### src/rtl/scfifo_plus_pkg.sv
// Shared constants and width helpers for the scfifo_plus FIFO.
package scfifo_plus_pkg;

    localparam int FWFT_REG  = 0;
    localparam int FWFT_SHOW = 1;

    function automatic int ptr_width(input int depth);
        return (depth > 1) ? $clog2(depth) : 1;
    endfunction

    // Occupancy needs one more bit than the pointers so that DEPTH is representable.
    function automatic int cnt_width(input int depth);
        return $clog2(depth) + 1;
    endfunction

endpackage

### src/rtl/scfifo_plus_ptr.sv
// Binary FIFO pointer: advances by one when enabled and wraps DEPTH-1 -> 0.
module scfifo_plus_ptr
    import scfifo_plus_pkg::*;
#(
    parameter int DEPTH = 8
) (
    input  logic                        clk,
    input  logic                        rst_n,
    input  logic                        en,
    output logic [ptr_width(DEPTH)-1:0] ptr
);

    localparam int AW = ptr_width(DEPTH);

    logic [AW-1:0] ptr_reg;
    logic [AW-1:0] ptr_next;

    always_comb begin
        ptr_next = ptr_reg;
        if (en) begin
            ptr_next = (ptr_reg == AW'(DEPTH - 1)) ? '0 : ptr_reg + 1'b1;
        end
    end

    always_ff @(posedge clk or negedge rst_n) begin
        if (!rst_n) begin
            ptr_reg <= '0;
        end else begin
            ptr_reg <= ptr_next;
        end
    end

    assign ptr = ptr_reg;

endmodule

### src/rtl/scfifo_plus.sv
// Single-clock FIFO with registered or first-word-fall-through read, occupancy flags
// and optional sticky overflow/underflow flags (enabled by SCFIFO_PLUS_ERR_FLAGS_EN).
module scfifo_plus
    import scfifo_plus_pkg::*;
#(
    parameter int WIDTH     = 512,
    parameter int DEPTH     = 8,
    parameter int FWFT      = FWFT_REG,
    parameter int AF_THRESH = DEPTH - 2,
    parameter int AE_THRESH = 1
) (
    input  logic                        clk,
    input  logic                        rst_n,
    input  logic [WIDTH-1:0]            i_data_in,
    input  logic                        i_write_en,
    output logic                        i_full_out,
    output logic                        i_almost_full_out,
    output logic [WIDTH-1:0]            o_data_out,
    input  logic                        o_read_en,
    output logic                        o_empty_out,
    output logic                        o_almost_empty_out,
    output logic [cnt_width(DEPTH)-1:0] o_count,
    input  logic                        i_err_clr,
    output logic                        o_overflow,
    output logic                        o_underflow
);

    localparam int AW = ptr_width(DEPTH);
    localparam int CW = cnt_width(DEPTH);

    logic [WIDTH-1:0] mem [DEPTH];

    logic          wr_acc;
    logic          rd_acc;
    logic [AW-1:0] wr_ptr;
    logic [AW-1:0] rd_ptr;
    logic [AW-1:0] rd_head;
    logic [CW-1:0] count_reg;
    logic [CW-1:0] count_next;
    logic          full_reg;
    logic          empty_reg;
    logic          afull_reg;
    logic          aempty_reg;
    logic [WIDTH-1:0] data_reg;

    assign wr_acc = i_write_en & ~full_reg;
    assign rd_acc = o_read_en & ~empty_reg;

    scfifo_plus_ptr #(.DEPTH(DEPTH)) u_wr_ptr (
        .clk   (clk),
        .rst_n (rst_n),
        .en    (wr_acc),
        .ptr   (wr_ptr)
    );

    scfifo_plus_ptr #(.DEPTH(DEPTH)) u_rd_ptr (
        .clk   (clk),
        .rst_n (rst_n),
        .en    (rd_acc),
        .ptr   (rd_ptr)
    );

    // Head entry index once this cycle's read (if any) has taken effect.
    assign rd_head = rd_acc ? ((rd_ptr == AW'(DEPTH - 1)) ? '0 : rd_ptr + 1'b1) : rd_ptr;

    always_comb begin
        count_next = count_reg;
        case ({wr_acc, rd_acc})
            2'b10:   count_next = count_reg + 1'b1;
            2'b01:   count_next = count_reg - 1'b1;
            default: count_next = count_reg;
        endcase
    end

    always_ff @(posedge clk or negedge rst_n) begin
        if (!rst_n) begin
            count_reg  <= '0;
            full_reg   <= 1'b0;
            empty_reg  <= 1'b1;
            afull_reg  <= 1'b0;
            aempty_reg <= 1'b1;
        end else begin
            count_reg  <= count_next;
            full_reg   <= (count_next == CW'(DEPTH));
            empty_reg  <= (count_next == '0);
            afull_reg  <= (count_next >= CW'(AF_THRESH));
            aempty_reg <= (count_next <= CW'(AE_THRESH));
        end
    end

    // Storage carries no reset; a reset only discards entries via the pointers.
    always_ff @(posedge clk) begin
        if (wr_acc) begin
            mem[wr_ptr] <= i_data_in;
        end
    end

    generate
        if (FWFT == FWFT_SHOW) begin : g_fwft
            // Preload the next head; bypass the write data when the head is being written now.
            always_ff @(posedge clk or negedge rst_n) begin
                if (!rst_n) begin
                    data_reg <= '0;
                end else if (count_next != '0) begin
                    data_reg <= (wr_acc && (rd_head == wr_ptr)) ? i_data_in : mem[rd_head];
                end
            end
        end else begin : g_regd
            always_ff @(posedge clk or negedge rst_n) begin
                if (!rst_n) begin
                    data_reg <= '0;
                end else if (rd_acc) begin
                    data_reg <= mem[rd_ptr];
                end
            end
        end
    endgenerate

`ifdef SCFIFO_PLUS_ERR_FLAGS_EN
    logic overflow_reg;
    logic underflow_reg;

    // A new error event takes priority over a clear in the same cycle.
    always_ff @(posedge clk or negedge rst_n) begin
        if (!rst_n) begin
            overflow_reg  <= 1'b0;
            underflow_reg <= 1'b0;
        end else begin
            overflow_reg  <= (i_write_en & full_reg) | (overflow_reg & ~i_err_clr);
            underflow_reg <= (o_read_en & empty_reg) | (underflow_reg & ~i_err_clr);
        end
    end

    assign o_overflow  = overflow_reg;
    assign o_underflow = underflow_reg;
`else
    logic unused_err_clr;
    assign unused_err_clr = i_err_clr;
    assign o_overflow     = 1'b0;
    assign o_underflow    = 1'b0;
`endif

    assign i_full_out         = full_reg;
    assign i_almost_full_out  = afull_reg;
    assign o_empty_out        = empty_reg;
    assign o_almost_empty_out = aempty_reg;
    assign o_count            = count_reg;
    assign o_data_out         = data_reg;

endmodule

### config.mk
export PLATFORM = sky130hd
export DESIGN_NAME = scfifo_plus
export DESIGN_NICKNAME = d
export VERILOG_FILES = /design/src/rtl/scfifo_plus_pkg.sv /design/src/rtl/scfifo_plus_ptr.sv /design/src/rtl/scfifo_plus.sv
export SDC_FILE = /design/constraint.sdc
export NUM_CORES = 2
export LEC_CHECK = 0
export CAP_MARGIN = 15
export CORE_ASPECT_RATIO = 1.2
export CORE_UTILIZATION = 40
export DETAILED_ROUTE_END_ITERATION = 10
export GPL_TIMING_DRIVEN = 0
export PLACE_DENSITY = 0.61
export SETUP_SLACK_MARGIN = 0.4
export SLEW_MARGIN = 20
export SYNTH_ARGS = -nofsm -noshare
export SYNTH_HDL_FRONTEND = slang
export SYNTH_SLANG_ARGS = --single-unit
### constraint.sdc
create_clock -name clk -period 43.2 [get_ports clk]
set_clock_uncertainty 0.2 [all_clocks]
set_input_delay 6.48 -clock clk [delete_from_list [all_inputs] [get_ports clk]]
set_output_delay 6.48 -clock clk [all_outputs]
set_load 0.01 [all_outputs]
==> results.json <==
{
  "grt_max_degree": 88,
  "cts_made_buffers": 447,
  "required_ps": 43690,
  "setup_tns_ps": 0,
  "fillers": 34000,
  "outcome": "complete, no violations",
  "critPathMaxFanout": 18,
  "postRouteAntennaNets": 0,
  "cts.clk_slew.worst_paths_ps": 60,
  "core_area_um2": 425000,
  "seqCellArea_um2": 136000,
  "clock_latency_ps": 1030,
  "dp_cells": 14700,
  "fin_util_pct": 49.6,
  "clockPowerShare_pct": 27.4,
  "drc": 0,
  "place.gp.congestion": 0.780,
  "grt_overflow": 0,
  "timing.reg2reg.setup_slack_ps": 38820,
  "firstDrtPassIters": 6,
  "crit_type": "input port to register",
  "regMostFlops": "mem",
  "drive_above_1_share_pct": 22.9,
  "rsz0062_at_grt": "no",
  "hold_path_end": "o_data_out[354]",
  "r2r_cells": 13,
  "swShare_pct": 30.7,
  "hold_violations": 0,
  "synthDistinctLibCells": 33,
  "cts_sinks": 4622,
  "grt_antenna_before_repair": 193,
  "ys_ff_latch": 4622,
  "postCtsHoldBufs": 0,
  "max_cap_violations": 0,
  "drv_slew": 0,
  "reg2reg_to": "mem[5][71]",
  "areaGrowthSynthToFinish_pct": 23.2,
  "globalRouteTotalUtil_pct": 21.6,
  "min_path_type": "register to register",
  "row_count": 262,
  "ys_warn_count": 0,
  "start_util_pct": 40.3,
  "slowest_delay_ps": 690,
  "critPathTopFamily": "buffers and inverters",
  "post_drt_wl_per_cell_um": 30.1,
  "multi_input_area_um2": 33100,
  "critPathBufInv": 11,
  "cp-start-kind": "input port",
  "grt_pass1_wl_um": 663000,
  "clock_path_buffers": 4,
  "layout.nets": 10000,
  "ioPinCount": 1039,
  "largest_reg_flops": 4096,
  "cts_root_buffer": "clkbuf_16",
  "whs_path_depth": 2,
  "place_hpwl_um": 328000,
  "vias_per_cell": 5.35,
  "worstHoldStart": "o_data_out[354]",
  "stdcell_area_um2": 211000,
  "async_flop_share_pct": 11.4,
  "min_period_ps": 9960,
  "fin_cells": 15600,
  "p_int_uw": 9970,
  "setup_viol": 0,
  "sequentialPowerShare_pct": 41.6,
  "post_cts_buffers": 0,
  "reg2reg_from": "i_full_out",
  "comb_power_share_pct": 31.0,
  "grt_pass1_vias": 87800,
  "die_height_um": 719,
  "io_buffers": 1035,
  "ys_dominant_reg_cell": "edfxtp_1",
  "worstPathArrival_ps": 10450,
  "tightest_slew_ps": 1160,
  "cp.depth": 14,
  "fin_crit_sh_pct": 23.1,
  "slew_headroom_pct": 22.6,
  "endpoint_kind": "register",
  "ir_worst_vdd_v": 0.0000428,
  "synth_edf_count": 4096,
  "crit_slowest_cell": "nor2_4",
  "wl_um": 471000,
  "via_count": 83700,
  "p_sw_uw": 4410,
  "ys_seq_area_share_pct": 79.5,
  "p_leak_uw": 0.0694,
  "htreeDepth": 5,
  "netlist_instances": 7656,
  "cts_resized": 0,
  "netlist_area_um2": 171000,
  "max_freq_mhz": 100,
  "path_cells": "clkdlybuf4s50_1, nor2b_1, clkbuf_1, nand2_1, nor2_4, buf_16, buf_16, buf_12, buf_12, buf_12, buf_16, buf_16, buf_8, buf_12",
  "dpl_cell_area_um2": 196000,
  "avgSynthCellArea_um2": 22.4,
  "p_per_area_nw_per_um2": 68.1,
  "die-area_um2": 431000,
  "drt_iter0_markers": 7388,
  "cts_tree": "done",
  "dieWidth_um": 599
}
[worst reg2reg max path, stage by stage, from the launching register on]
cell      delay, ps
dfrtp_1         380
nor2b_1         120
clkbuf_1        420
nand2_1         370
nor2_4          690
buf_16          260
buf_16          200
buf_12          210
buf_12          230
buf_12          210
buf_16          190
buf_16          190
buf_8           190
buf_12          200
[kinds of logic (layout without fill, tap and decap cells)]
group	after synthesis	after routing	share of synthesized area, %
adder cells (fa/ha/maj)	6	6	0.0438
XOR/XNOR	4	4	0.0205
flip-flops	4622	4622	79.5
other	1	85	0.00219
AND/OR/NAND/NOR	555	555	1.24
buffers and inverters	409	2629	1.16
AO/OA/AOI/OAI	522	522	1.54
multiplexers	1537	1537	16.5
[cells in the final DEF, fill, tap and decap left out, drive strengths merged, types with 178 or more instances in the layout]
| cell | netlist | layout |
|---|---|---|
| edfxtp | 4096 | 4096 |
| o21ai | 514 | 514 |
| buf | 252 | 592 |
| mux2i | 513 | 513 |
| clkbuf | 151 | 763 |
| clkinv | 0 | 178 |
| mux4 | 1024 | 1024 |
| clkdlybuf4s50 | 0 | 1034 |
| dfrtp | 524 | 524 |
| nand2 | 527 | 527 |
[metrics by stage]
step                power (uW)  hold WS [ps]  setup WS, ps
finish                   14400           281         33240
detailed placement       10600           270         32190
global placement         11400           262        -15260
floorplan                 8880           291         13410
CTS                      14600           284         33280
global route             15000           301         33150
[how the worst max path moves through the flow]
stage	start	endpoint	slack (ps)
after floorplan	i_write_en	mem[7][0]	13410
after global placement	i_write_en	mem[7][81]	-15260
after detailed placement	i_write_en	mem[5][74]	32190
after CTS	i_write_en	mem[5][44]	33280
after global routing	i_write_en	mem[5][44]	33150
final	i_write_en	mem[5][71]	33240
[power by group through the flow]
stage / clock (uW) / sequential (uW) / combinational [uW]
after floorplan: 0 / 6610 / 2280
after global placement: 0 / 7180 / 4220
after detailed placement: 0 / 6070 / 4560
after CTS: 4010 / 5980 / 4580
after global routing: 4170 / 6040 / 4750
final: 3930 / 5980 / 4460
[synth_stat cells (2+ instances only)]
cell      number  share of area, %
buf_1         54              0.12
buf_2        145              0.42
buf_4         35              0.15
buf_6         18              0.12
clkbuf_1     151              0.33
dfrtp_1      524               7.7
dfstp_2        2             0.031
edfxtp_1    4096                72
ha_1           6             0.044
inv_1          6             0.013
mux2i_1      513               3.0
mux4_2      1024                13
nand2_1      527               1.2
nand2b_1       4             0.015
nand3b_1       2            0.0088
nor2_1        10             0.022
nor2b_1        3             0.011
nor3_1         6             0.018
o21ai_0      376               1.1
o21ai_1      138              0.40
xnor2_1        4             0.020
[layer usage]
metal  up-vias  wire length, um  track usage (%)
met5         -              560                0
met4        88            16400             7.86
met3       768            36600             5.91
met2      2673           241000             36.8
met1     44900           176000             26.3
li1      35300                -                -
[cell type report]
cell class	instances	share of cell area, %
flip-flops and latches	4622	64.5
multi-input cells	2626	15.7
repair buffers	1374	8.27
clock buffers	612	5.86
well taps	5676	3.37
clock inverters	234	1.20
plain buffers	403	0.937
diodes	83	0.0985
inverters	6	0.0107
Power figures use the tool's default switching activity.
